## config.mk

```make
export PLATFORM = sky130hd
export DESIGN_NAME = sha256_msg_padder
export DESIGN_NICKNAME = d
export VERILOG_FILES = /design/src/rtl/sha256_pkg.sv /design/src/rtl/sha256_last_word.sv /design/src/rtl/sha256_msg_padder.sv
export SDC_FILE = /design/constraint.sdc
export NUM_CORES = 2
export LEC_CHECK = 0
export ABC_AREA = 1
export CAP_MARGIN = 30
export CORE_AREA = 2 2 512 514
export CTS_CLUSTER_DIAMETER = 30
export DETAILED_ROUTE_END_ITERATION = 10
export DIE_AREA = 0 0 514 516
export PLACE_DENSITY = 0.43
export SLEW_MARGIN = 40
export SYNTH_ARGS = -nofsm -noshare
export SYNTH_HDL_FRONTEND = slang
export SYNTH_SLANG_ARGS = --single-unit
```

## constraint.sdc

```tcl
create_clock -name clk -period 1.9 [get_ports clk]
set_input_delay 0.57 -clock clk [delete_from_list [all_inputs] [get_ports clk]]
set_output_delay 0.57 -clock clk [all_outputs]
set_load 0.005 [all_outputs]
```

## src/rtl/sha256_pkg.sv

```systemverilog
// Shared constants and types for the SHA-256 message padder front end.
package sha256_pkg;

   localparam logic [255:0] SHA256_IV = {
      32'h6a09e667, 32'hbb67ae85, 32'h3c6ef372, 32'ha54ff53a,
      32'h510e527f, 32'h9b05688c, 32'h1f83d9ab, 32'h5be0cd19
   };

   localparam logic [7:0] PAD_BYTE = 8'h80;

   typedef enum logic [1:0] {
      FILL,
      PAD,
      ISSUE,
      WAIT
   } state_t;

   // Byte counts 5..7 behave as a full word.
   function automatic logic [2:0] clamp_bytes(input logic [2:0] n);
      return (n > 3'd4) ? 3'd4 : n;
   endfunction

endpackage

```

## src/rtl/sha256_last_word.sv

```systemverilog
// Final-word shaping: keeps the top n bytes, zeros the rest and inserts the
// 0x80 marker when it fits; flags a pending marker word when the word is full.
module sha256_last_word
   import sha256_pkg::*;
(
   input  logic [31:0] data,
   input  logic [2:0]  n,
   output logic [31:0] word,
   output logic        pad_pending
);

   logic [2:0] nb;

   always_comb begin
      nb   = clamp_bytes(n);
      word = '0;
      for (int unsigned b = 0; b < 4; b++) begin
         if (b < 32'(nb)) begin
            word[31-8*b -: 8] = data[31-8*b -: 8];
         end else if (b == 32'(nb)) begin
            word[31-8*b -: 8] = PAD_BYTE;
         end
      end
      pad_pending = (nb == 3'd4);
   end

endmodule

```

## src/rtl/sha256_msg_padder.sv

```systemverilog
// Stream-to-block front end for a SHA-256 core: packs words, applies padding
// and the length field, chains digests between blocks and reports the hash.
module sha256_msg_padder
   import sha256_pkg::*;
#(
   parameter int unsigned DATA_WIDTH = 32
)
(
   input  logic                  clk,
   input  logic                  rst_n,
   input  logic                  i_valid,
   input  logic [DATA_WIDTH-1:0] i_data,
   input  logic                  i_last,
   input  logic [2:0]            i_last_bytes,
   output logic                  o_ready,
   output logic [511:0]          o_block,
   output logic [255:0]          o_hash_in,
   output logic                  o_load,
   input  logic [255:0]          i_digest,
   input  logic                  i_digest_valid,
   output logic [255:0]          o_digest,
   output logic                  o_done
);

   state_t       state, state_nxt;
   logic [31:0]  blk [16];
   logic [3:0]   wcnt;
   logic [63:0]  bitlen;
   logic         pad_pending, len_pending, len_in_blk;
   logic [255:0] chain;
   logic [31:0]  lw_word, pad_word;
   logic         lw_pad, accept;
   logic [2:0]   nb;

   sha256_last_word u_last_word (
      .data        (i_data),
      .n           (i_last_bytes),
      .word        (lw_word),
      .pad_pending (lw_pad)
   );

   assign accept    = (state == FILL) && i_valid;
   assign nb        = clamp_bytes(i_last_bytes);
   assign o_ready   = (state == FILL);
   assign o_load    = (state == ISSUE);
   assign o_hash_in = chain;

   always_comb begin
      o_block = '0;
      for (int unsigned i = 0; i < 16; i++) begin
         o_block[511-32*i -: 32] = blk[i];
      end
   end

   // len_pending means the length field belongs to the following block.
   always_comb begin
      pad_word = '0;
      if (pad_pending) begin
         pad_word = {PAD_BYTE, 24'h0};
      end else if (!len_pending && wcnt == 4'd14) begin
         pad_word = bitlen[63:32];
      end else if (!len_pending && wcnt == 4'd15) begin
         pad_word = bitlen[31:0];
      end
   end

   always_comb begin
      state_nxt = state;
      case (state)
         FILL: begin
            if (accept) begin
               if (wcnt == 4'd15) begin
                  state_nxt = ISSUE;
               end else if (i_last) begin
                  state_nxt = PAD;
               end
            end
         end
         PAD: begin
            if (wcnt == 4'd15) state_nxt = ISSUE;
         end
         ISSUE: state_nxt = WAIT;
         WAIT: begin
            if (i_digest_valid) begin
               if (len_in_blk) begin
                  state_nxt = FILL;
               end else if (pad_pending || len_pending) begin
                  state_nxt = PAD;
               end else begin
                  state_nxt = FILL;
               end
            end
         end
         default: state_nxt = FILL;
      endcase
   end

   always_ff @(posedge clk or negedge rst_n) begin
      if (!rst_n) begin
         state <= FILL;
      end else begin
         state <= state_nxt;
      end
   end

   always_ff @(posedge clk or negedge rst_n) begin
      if (!rst_n) begin
         for (int unsigned i = 0; i < 16; i++) blk[i] <= '0;
         wcnt        <= '0;
         bitlen      <= '0;
         pad_pending <= 1'b0;
         len_pending <= 1'b0;
         len_in_blk  <= 1'b0;
         chain       <= SHA256_IV;
         o_digest    <= '0;
         o_done      <= 1'b0;
      end else begin
         o_done <= 1'b0;
         case (state)
            FILL: begin
               if (accept) begin
                  blk[wcnt] <= i_last ? lw_word : i_data;
                  wcnt      <= wcnt + 4'd1;
                  if (i_last) begin
                     bitlen      <= bitlen + {58'd0, nb, 3'd0};
                     pad_pending <= lw_pad;
                     len_pending <= !lw_pad && (wcnt >= 4'd14);
                  end else begin
                     bitlen <= bitlen + 64'd32;
                  end
               end
            end
            PAD: begin
               blk[wcnt]   <= pad_word;
               wcnt        <= wcnt + 4'd1;
               pad_pending <= 1'b0;
               if (pad_pending && wcnt >= 4'd14) len_pending <= 1'b1;
               if (!pad_pending && !len_pending && wcnt == 4'd15) len_in_blk <= 1'b1;
            end
            WAIT: begin
               if (i_digest_valid) begin
                  if (len_in_blk) begin
                     o_digest   <= i_digest;
                     o_done     <= 1'b1;
                     chain      <= SHA256_IV;
                     bitlen     <= '0;
                     len_in_blk <= 1'b0;
                  end else begin
                     chain       <= i_digest;
                     len_pending <= 1'b0;
                  end
               end
            end
            default: ;
         endcase
      end
   end

endmodule

```

==> impl_results.md <==
- Largest net degree at the start of global routing: 84
- Top FF cell, synth: dfrtp_1
- Multi-input gate area: between 15000 and 20000 um^2
- RSZ-0062 raised after global routing: yes
- CTS Sinks: 1095
- Pre-antenna DRT Iters: 7
- Worst R2R Path Depth: 15
- Max transition margin: 58.4%
- Total power: 157000 uW
- Die extent in x: 514 um
- Net count, final: 7048
- Crit Path Category: reg -> out
- DR vias: about 43000
- Reg clk slew, reported paths: 0.04 ns
- Fin. max-slew vios: 0
- Critical Path Start: state[0]
- Site row count: 187
- Die ar.: between 200000 and 300000 um^2
- Syn Area/Cell: about 10 um^2
- Core ar.: 259000 um^2
- Leakage: 0.0391 uW
- DR iter-0 viols: 3157
- Failing checks: setup timing
- Dpl hpwl: 190000 um
- ANT nets after route: 0
- Number of port buffers: roughly 1300
- P&R area growth vs syn: 87.3%
- Synthesized Nets: 4705
- Root Buffer: clkbuf_16
- Post-Synthesis Cells: 4397
- Final setup margin: -0.415 ns
- Wirelength per Cell: 26.2 um
- Initial Util: around 17%
- Yosys reg bits: ~1100
- Final Util: 31.2%
- Arrival @ worst endpoint: 1.75 ns
- GRT Residual Overflow: 0
- MaxCap Viol Count: 0
- Final-report setup violation count: 1335
- Clk buf depth: 4
- Fmax: 432 MHz
- Number of H-tree levels: 5
- Drt via density: 4.17
- Reg area: 27600 um^2
- Fin crit period: 2.32 ns
- Post-route DRC: 0
- Vias in the first global route: approximately 42000
- Commonest non-fill, non-tap cell in the layout: nand2_1
- Critical Path End: o_load
- Cell area after synthesis: 43200 um^2
- Power Density: 1940 nW/um^2
- CP max FO: 3
- Drt total wl: 273000 um
- First-pass GRT wire length: 338000 um
- Initial antenna violation count: 43
- CTS Buf Count: 324
- TritonCTS clock tree: built
- Synth cell types: 50
- Boundary Pins: 1323
- Worst min path class: in -> async
- Most frequent cells in the layout: 1272 x nand2_1, 945 x dfrtp_1, 708 x buf_4
- Final Hold Vio Count: 0
- FF-to-FF End: o_block[188]
- IR drop worst, VDD: 0.815 mV
- YS warnings: 0
- FF-to-FF Start: state[1]
- Worst setup EP type: output pin
- Worst setup SP type: register
- Final Skew: 0.101 ns
- Layout cells sized above 1: 44.5%
- Status: finished, violations left
- Post-synthesis sequential area ratio: approximately 64%
- DP Worst Slack: -1.31 ns
- Fin crit share: 122%
- # fillers: around 27000
- Worst-Margin Slew: 0.621 ns
- Die extent in y: roughly 520 um
- Flop-to-flop setup slack: -0.42 ns
- Req. time, crit path: 1.33 ns
- Clk_lat worst skew: between 0.8 and 0.9 ns
- Ys async rst share: 100%
- Placer Congestion: about 0.89
- GRT Resource Usage Total: 18.0%
- Number of synthesized flops with an enable pin: 0
[state kept, by name, indices dropped and copies added (netlist names)]
signal	count
bitlen	61
o_done	1
wcnt	4
o_digest	256
len_pending	1
o_block	512
len_in_blk	1
state	2
pad_pending	1
o_hash_in	256
[Yosys cell counts (all sizes together) (5+ instances only)]
master | n | area, um^2
nand2 | 1384 | 5200
dfrtp | 959 | 24000
o21ai | 742 | 4210
inv | 235 | 882
clkbuf | 211 | 792
nor2 | 206 | 822
dfstp | 136 | 3570
a21oi | 94 | 485
o22a | 89 | 780
a22o | 72 | 631
nand3 | 72 | 365
buf | 55 | 375
nor3 | 42 | 210
nand4 | 33 | 206
nor4 | 16 | 220
ha | 12 | 150
o211ai | 5 | 37.5
[logic make-up after synthesis]
kind of cell,share of synthesized area (%)
AO/OA/AOI/OAI,14.6
flip-flops,63.8
buffers and inverters,4.74
adder cells (fa/ha/maj),0.347
AND/OR/NAND/NOR,16.4
XOR/XNOR,0.0608
[layout make-up]
type | count | area share (%)
Antenna cell | 14 | 0.0433
Clock buffer | 460 | 11.6
Clock inverter | 125 | 2.42
Inverter | 235 | 1.18
Multi-Input combinational cell | 2801 | 19.0
Sequential cell | 1095 | 34.1
Tap cell | 3402 | 5.26
Timing Repair Buffer | 2282 | 26.5
Timing Repair inverter | 1 | 0.00773
[per-stage QoR]
step | hold slack [ns] | cells | area (um^2) | TNS [ns]
3_3_place_gp | 0.428 | 9291 | 64900 | -745.20
6_report | 0.183 | 10415 | 81000 | -209.23
4_1_cts | 0.0988 | 10006 | 77600 | -528.72
3_5_place_dp | 0.424 | 9291 | 64900 | -770.00
5_1_grt | 0.145 | 10411 | 81000 | -398.20
2_1_floorplan | 0.274 | 4397 | 43400 | -0.629
[what timing repair did]
| item | in CTS | in global routing |
|---|---|---|
| endpoints found under the hold margin | 45 | 0 |
| buffers inserted | 113 | 325 |
| hold buffers | 1 | 0 |
| endpoints found under the setup margin | 1993 | 2090 |
| gates resized for setup | 2104 | 1973 |
| cloned | 16 | 73 |
| pin swaps | 8 | 66 |
[worst min path at each step]
| stage | startpoint | slack [ns] | endpoint |
|---|---|---|---|
| after floorplan | rst_n | 0.27 | bitlen[10] |
| after global placement | rst_n | 0.43 | o_digest[140] |
| after detailed placement | rst_n | 0.42 | o_digest[140] |
| after CTS | rst_n | 0.1 | o_digest[139] |
| after global routing | rst_n | 0.14 | o_digest[131] |
| final | rst_n | 0.18 | o_digest[86] |
[critical path, stage by stage (launching register included)]
cell and delay, ns:
dfrtp_1 0.38, buf_6 0.13, inv_4 0.06, buf_6 0.10, ha_4 0.15, buf_12 0.12
[metal layers]
layer | vias up | part of all wire, % | track usage (%) | wire length, um
li1 | 19340 | - | - | -
met1 | 21514 | 36 | 19.8 | 98500
met2 | 2009 | 48 | 30.1 | 132000
met3 | 565 | 9.4 | 7.21 | 25800
met4 | 22 | 6.2 | 8.86 | 17000
met5 | - | 0.055 | 0 | 150
[report_power, final]
| group | switching (uW) | internal [uW] | total, uW |
|---|---|---|---|
| clock network | 16400 | 39400 | 55800 |
| registers | 7150 | 34000 | 41100 |
| logic | 30800 | 29200 | 60000 |
Note: power is estimated with default switching activity, not from simulation.
